==> config.mk <==
export PLATFORM = sky130hd
export DESIGN_NAME = ram_access_ctrl
export DESIGN_NICKNAME = d
export VERILOG_FILES = /design/src/rtl/ram_access_ctrl.sv
export SDC_FILE = /design/constraint.sdc
export NUM_CORES = 1
export LEC_CHECK = 0
export CELL_PAD_IN_SITES_DETAIL_PLACEMENT = 1
export CELL_PAD_IN_SITES_GLOBAL_PLACEMENT = 1
export CORE_AREA = 3 3 99 101
export CTS_CLUSTER_SIZE = 30
export DETAILED_ROUTE_END_ITERATION = 10
export DIE_AREA = 0 0 102 104
export PLACE_DENSITY = 0.82
export SYNTH_ARGS = -nofsm -noshare
export SYNTH_HDL_FRONTEND = slang
export SYNTH_SLANG_ARGS = --single-unit
==> constraint.sdc <==
create_clock -name clk -period 3.8 [get_ports clk]
set_input_delay 1.14 -clock clk [delete_from_list [all_inputs] [get_ports clk]]
set_output_delay 1.14 -clock clk [all_outputs]
set_load 0.005 [all_outputs]
==> src/rtl/ram_access_ctrl.sv <==
// Pushbutton/switch front end for the dual-RAM display block: debounces three keys,
// keeps an address pointer and emits registered write strobes, including a 16-entry clear sweep.
module ram_access_ctrl #(
    parameter int DEBOUNCE_CYCLES = 500000
) (
    input  logic       clk,
    input  logic       rst,
    input  logic       key_wr,
    input  logic       key_inc,
    input  logic       key_clr,
    input  logic [3:0] sw_addr,
    input  logic       sw_sel,
    input  logic [1:0] sw_data,
    output logic       we,
    output logic [3:0] addr,
    output logic [1:0] din,
    output logic [3:0] ptr,
    output logic       busy
);

    localparam int NK      = 3;
    localparam int KEY_WR  = 0;
    localparam int KEY_INC = 1;
    localparam int KEY_CLR = 2;
    localparam int CW      = (DEBOUNCE_CYCLES > 1) ? $clog2(DEBOUNCE_CYCLES) : 1;
    localparam logic [CW-1:0] CNT_LAST = CW'(DEBOUNCE_CYCLES - 1);

    typedef enum logic [1:0] {CLEAR, IDLE, WRITE} state_t;

    logic [NK-1:0] key_raw;
    logic [NK-1:0] sync_p0, sync_p1;
    logic [NK-1:0] level, level_d, pulse;
    logic [CW-1:0] db_cnt [NK];

    state_t     state, state_n;
    logic [4:0] clr_cnt, clr_cnt_n;
    logic       sel_q, sel_n;
    logic       we_n, busy_n;
    logic [3:0] addr_n, ptr_n;
    logic [1:0] din_n;

    assign key_raw = {key_clr, key_inc, key_wr};

    // Stage 0/1: synchronizer, stage 2: debounce level, stage 3: registered rising-edge pulse
    always_ff @(posedge clk or posedge rst) begin
        if (rst) begin
            sync_p0 <= '0;
            sync_p1 <= '0;
            level   <= '0;
            level_d <= '0;
            pulse   <= '0;
            for (int k = 0; k < NK; k++) begin
                db_cnt[k] <= '0;
            end
        end else begin
            sync_p0 <= key_raw;
            sync_p1 <= sync_p0;
            level_d <= level;
            pulse   <= level & ~level_d;
            for (int k = 0; k < NK; k++) begin
                if (sync_p1[k] == level[k]) begin
                    db_cnt[k] <= '0;
                end else if (db_cnt[k] == CNT_LAST) begin
                    db_cnt[k] <= '0;
                    level[k]  <= ~level[k];
                end else begin
                    db_cnt[k] <= db_cnt[k] + CW'(1);
                end
            end
        end
    end

    always_ff @(posedge clk or posedge rst) begin
        if (rst) begin
            state   <= CLEAR;
            clr_cnt <= '0;
            sel_q   <= 1'b0;
            we      <= 1'b0;
            addr    <= '0;
            din     <= '0;
            ptr     <= '0;
            busy    <= 1'b1;
        end else begin
            state   <= state_n;
            clr_cnt <= clr_cnt_n;
            sel_q   <= sel_n;
            we      <= we_n;
            addr    <= addr_n;
            din     <= din_n;
            ptr     <= ptr_n;
            busy    <= busy_n;
        end
    end

    // Outputs are the registered image of the next-state values; key pulses are
    // only looked at in IDLE, so anything arriving during CLEAR or WRITE is dropped.
    always_comb begin
        state_n   = state;
        clr_cnt_n = clr_cnt;
        sel_n     = sel_q;
        we_n      = 1'b0;
        addr_n    = addr;
        din_n     = din;
        ptr_n     = ptr;
        busy_n    = 1'b0;
        unique case (state)
            CLEAR: begin
                busy_n = 1'b1;
                // clr_cnt[4] marks the extra cycle after address 15 is written
                if (clr_cnt[4]) begin
                    state_n   = IDLE;
                    busy_n    = 1'b0;
                    clr_cnt_n = '0;
                end else begin
                    we_n      = 1'b1;
                    addr_n    = clr_cnt[3:0];
                    din_n     = 2'b00;
                    clr_cnt_n = clr_cnt + 5'd1;
                end
            end
            IDLE: begin
                if (pulse[KEY_CLR]) begin
                    state_n   = CLEAR;
                    busy_n    = 1'b1;
                    clr_cnt_n = '0;
                end else if (pulse[KEY_WR]) begin
                    state_n = WRITE;
                    we_n    = 1'b1;
                    addr_n  = sw_sel ? ptr : sw_addr;
                    din_n   = sw_data;
                    sel_n   = sw_sel;
                end else if (pulse[KEY_INC]) begin
                    ptr_n = ptr + 4'd1;
                end
            end
            WRITE: begin
                state_n = IDLE;
                if (sel_q) begin
                    ptr_n = ptr + 4'd1;
                end
            end
            default: begin
                state_n   = CLEAR;
                busy_n    = 1'b1;
                clr_cnt_n = '0;
            end
        endcase
    end

endmodule
==> impl_summary.txt <==
----------------------------------------------------
[CTS]
  Number of H-tree branching levels ... 3
  Sinks on the clock net ... between 90 and 100
  Maximum count of clock buffers along a single path ... 2
  CTS hold repair buffers ... 0
  Clk slew on worst S/H paths ... ~0.080 ns
  Cts bufs inserted ... 9
  Post-CTS repair timing setup buffer count ... 0
  CTS Root Cell ... clkbuf_8
  TritonCTS clock tree ... yes
  Number of instances resized during post-cts repair ... 0
  Clock insertion delay at the later pin of the skew report ... 0.36 ns

[Timing]
  Final worst setup slack ... 1.31 ns
  Final period demand of the worst path ... 2.49 ns
  Count of final setup violators ... 0
  Final hold slack ... around 0.35 ns
  Unrepaired setup endpoints after global routing ... no
  Count of endpoints failing hold in the final timing report ... 0
  Aggregate negative setup slack ... 0 ns
  Final max-slew violation count ... 0
  Actual transition at the worst max-transition pin ... ~0.75 ns
  Fmax ... 401 MHz
  Final worst path period share ... between 60 and 70%
  Final Skew ... 0.0157 ns
  Max transition margin ... ~50%

[Critical path]
  Combined buffer and inverter count along the critical path ... 1
  CP Cell Sequence ... clkdlybuf4s50_1
  Delay contributed by the slowest stage of the critical path ... 0.52 ns
  Crit path arrival time ... between 1 and 1.5 ns
  Critical path startpoint category ... flip-flop
  Worst Path Required ... 2.66 ns
  Critical path class ... reg2out
  Critical path endpoint category ... primary output
  Cell family with most CP delay ... flip-flops
  Highest fanout seen on the critical path ... 1
  Critical path's slowest cell ... dfstp_2

[Power]
  Worst-case vdd ir drop ... about 0.00015 V
  Internal power contribution ... 1.27 mW
  Switching power ... 386 uW
  Clock Power Share ... between 30% and 40%
  Pwr/cell area ... 347 nW/um^2
  Cell leakage power ... 1.99 nW
  Fraction of power consumed by sequential logic ... between 60% and 70%
  Fraction of power spent switching nets ... 23.3%
  Relative contribution of combinational cells to total power ... around 4.1%

[Layout]
  Number of fillers in the final layout ... 1,020
  Antenna diode instance count ... 0
  Number of nets in the layout ... 462
  Area growth, synth to finish ... 12.9%
  Most frequent standard cell in the layout excluding fill and tap cells ... dfrtp_1
  Share of cells above drive strength 1 ... under 10%
  Post-layout instance area ... 4780 sq um
  Final core utilization ... a little over half
  Most frequent cells in the layout ... 91 x dfrtp_1, 48 x nor2_1, 34 x nand2_1

[Yosys]
  Mux contribution to synthesized area ... about 2.5%
  Number of flip-flops and latches in the synthesized netlist ... 92
  Most frequently used flop master after synthesis ... dfrtp_1
  Post-Synth Adder-Cell Area ... under 10%
  Number of warnings issued by yosys ... 0
  Post-synthesis xor/xnor area fraction ... under 10%
  Number of enable flip-flop cells after synthesis ... 0
  Post-Syn Nets ... roughly 430
  Register area share after synthesis ... a little over half
  Share of flip-flops with an asynchronous set or reset ... 100%
  Simple-gate share of the synthesized area ... between 20% and 30%
  Number of instances in the synthesized netlist ... roughly 420
  Summed instance area of the synthesized netlist ... roughly 4200 sq um
  Per-instance average area after synthesis ... 10.2 sq um
  Largest family of logic cells by synthesized area ... simple AND/OR/NAND/NOR gates
  Area fraction in compound gates after synthesis ... 7.09%
  Cell variety after synth ... just over 40

[Routing]
  Number of DRC violations after detailed-routing iteration 0 ... 96
  Residual DRC ... 0
  Number of vias per cell after detailed routing ... about 5.5
  Iteration count of the initial detailed-routing pass ... 4
  Via count ... between 3,000 and 4,000
  Antenna-violating nets left ... 0
  Final routed wirelength across all metal layers ... ~8.8 mm
  Average wire per standard cell ... ~16 microns

[Floorplanning]
  Die outline height ... roughly 100 microns
  Total core area ... between 9000 and 10,000 sq um
  Site row count ... 35
  IO Pins ... 24
  Starting density of the core ... 46.5%
  Die boundary width ... ~100 microns
  Floorplan die area ... between 10,000 and 15,000 sq um

[Min path]
  Tightest Hold Check Type ... reg2reg

[Global routing]
  Grt ovf ... 0
  Wire length of the first global-routing pass ... 15.4 mm
  Via count of the first global-routing pass ... ~3,200
  Overall routing resource usage ... between 15 and 20%
  Largest net degree at the start of global routing ... 43
  Initial antenna violation count ... 0

[Placement]
  Standard cell area after detailed placement ... 4610 sq um
  Final weighted congestion of routability-driven global placement ... between 0.7 and 0.8
  Setup slack at placement ... around 1.4 ns
  Count of input and output buffers ... 23
  Post-detailed-placement half-perimeter wirelength ... between 6 and 7 mm

[Status]
  Run status ... completed

[Flow run]
  Max-cap violation count ... 0

----------------------------------------------------
-- sequential cells by signal, summed over array words and instances (netlist names) --
| signal | cells |
|---|---|
| clr_cnt | 5 |
| we | 1 |
| din | 2 |
| level | 3 |
| addr | 4 |
| db_cnt | 57 |
| sync_p0 | 3 |
| ptr | 4 |
| state | 2 |
| sync_p1 | 3 |
| sel_q | 1 |
| level_d | 3 |
| pulse | 3 |
| busy | 1 |
-- area by class of cell --
class / count / area, sq um / area share [%]
clock buffers: 13 / 149 / 3.11
clock inverters: 3 / 23.8 / 0.497
inverters: 14 / 53.8 / 1.13
multi-input cells: 301 / 1840 / 38.5
flip-flops and latches: 92 / 2300 / 48.2
well taps: 111 / 139 / 2.90
repair buffers: 27 / 273 / 5.71
-- path summary, 6_finish.rpt --
check	start	end	slack (ns)	cells after the start
worst max-delay path	busy	busy	1.31	1
worst min-delay path	sync_p0[2]	sync_p1[2]	0.35	0
worst max register to register	db_cnt[40]	db_cnt[55]	1.79	4
worst min register to register	sync_p0[2]	sync_p1[2]	0.35	0
max in group asynchronous	rst	db_cnt[45]	1.84	3
min in group asynchronous	rst	db_cnt[14]	1.20	2
-- stage by stage --
stage / power (mW) / instances
finish: 1.66 / 561
global route: 1.73 / 561
CTS: 1.68 / 561
detailed placement: 1.09 / 545
global placement: 1.08 / 545
floorplan: 1.06 / 417
-- per-layer routing --
metal	global-route usage, %	up-vias	wire length, microns
met5	0	-	0
met4	4.50	0	96
met3	3.02	10	165
met2	28.6	22	4380
met1	25.0	1539	4160
li1	-	1522	-
-- synth_stat cells, types with 2 or more instances --
cell type  instances  area share [%]
and3_1             7             1.0
dfrtp_1           91              54
nand3_2            2            0.47
nor3b_1            2            0.35
nand4_1           13             1.9
nor4bb_1           3            0.71
mux2_2             5             1.3
o31ai_1            7             1.2
nand2_1           34             3.0
and2_1             3            0.44
nor2b_1            5            0.74
xor2_1            10             2.1
clkbuf_1           8            0.71
mux2i_1            5             1.2
a21oi_1           16             1.9
a22o_1             2            0.41
or3_1             11             1.6
ha_1               5             1.5
xnor2_1           32             6.6
nor3_1             8            0.95
nand3b_1           3            0.53
nor2_1            48             4.3
nor4_1            12             1.8
or4_1              9             1.6
o21ai_1            2            0.24
o21ai_0           24             2.8
inv_1             14             1.2
nand3_1           22             2.6
nand2b_1           2            0.30
-- logic make-up (layout without fill, tap and decap cells) --
logic type,count (synthesis),count (layout)
AOI/OAI and AO/OA,53,53
and+or+nand+nor,191,191
DFF,92,92
adders and majority gates,5,5
muxes,10,10
buffers and inverters,24,57
xor gates and xnor gates,42,42
-- power by group through the flow --
stage	Sequential [mW]	Combinational, mW	Clock, mW
4_1_cts	1.00	0.0699	0.615
2_1_floorplan	1.02	0.0401	0
6_report	1.00	0.0672	0.592
3_5_place_dp	1.02	0.0693	0
3_3_place_gp	1.02	0.0666	0
5_1_grt	1.00	0.0774	0.653
Power figures use the tool's default switching activity.
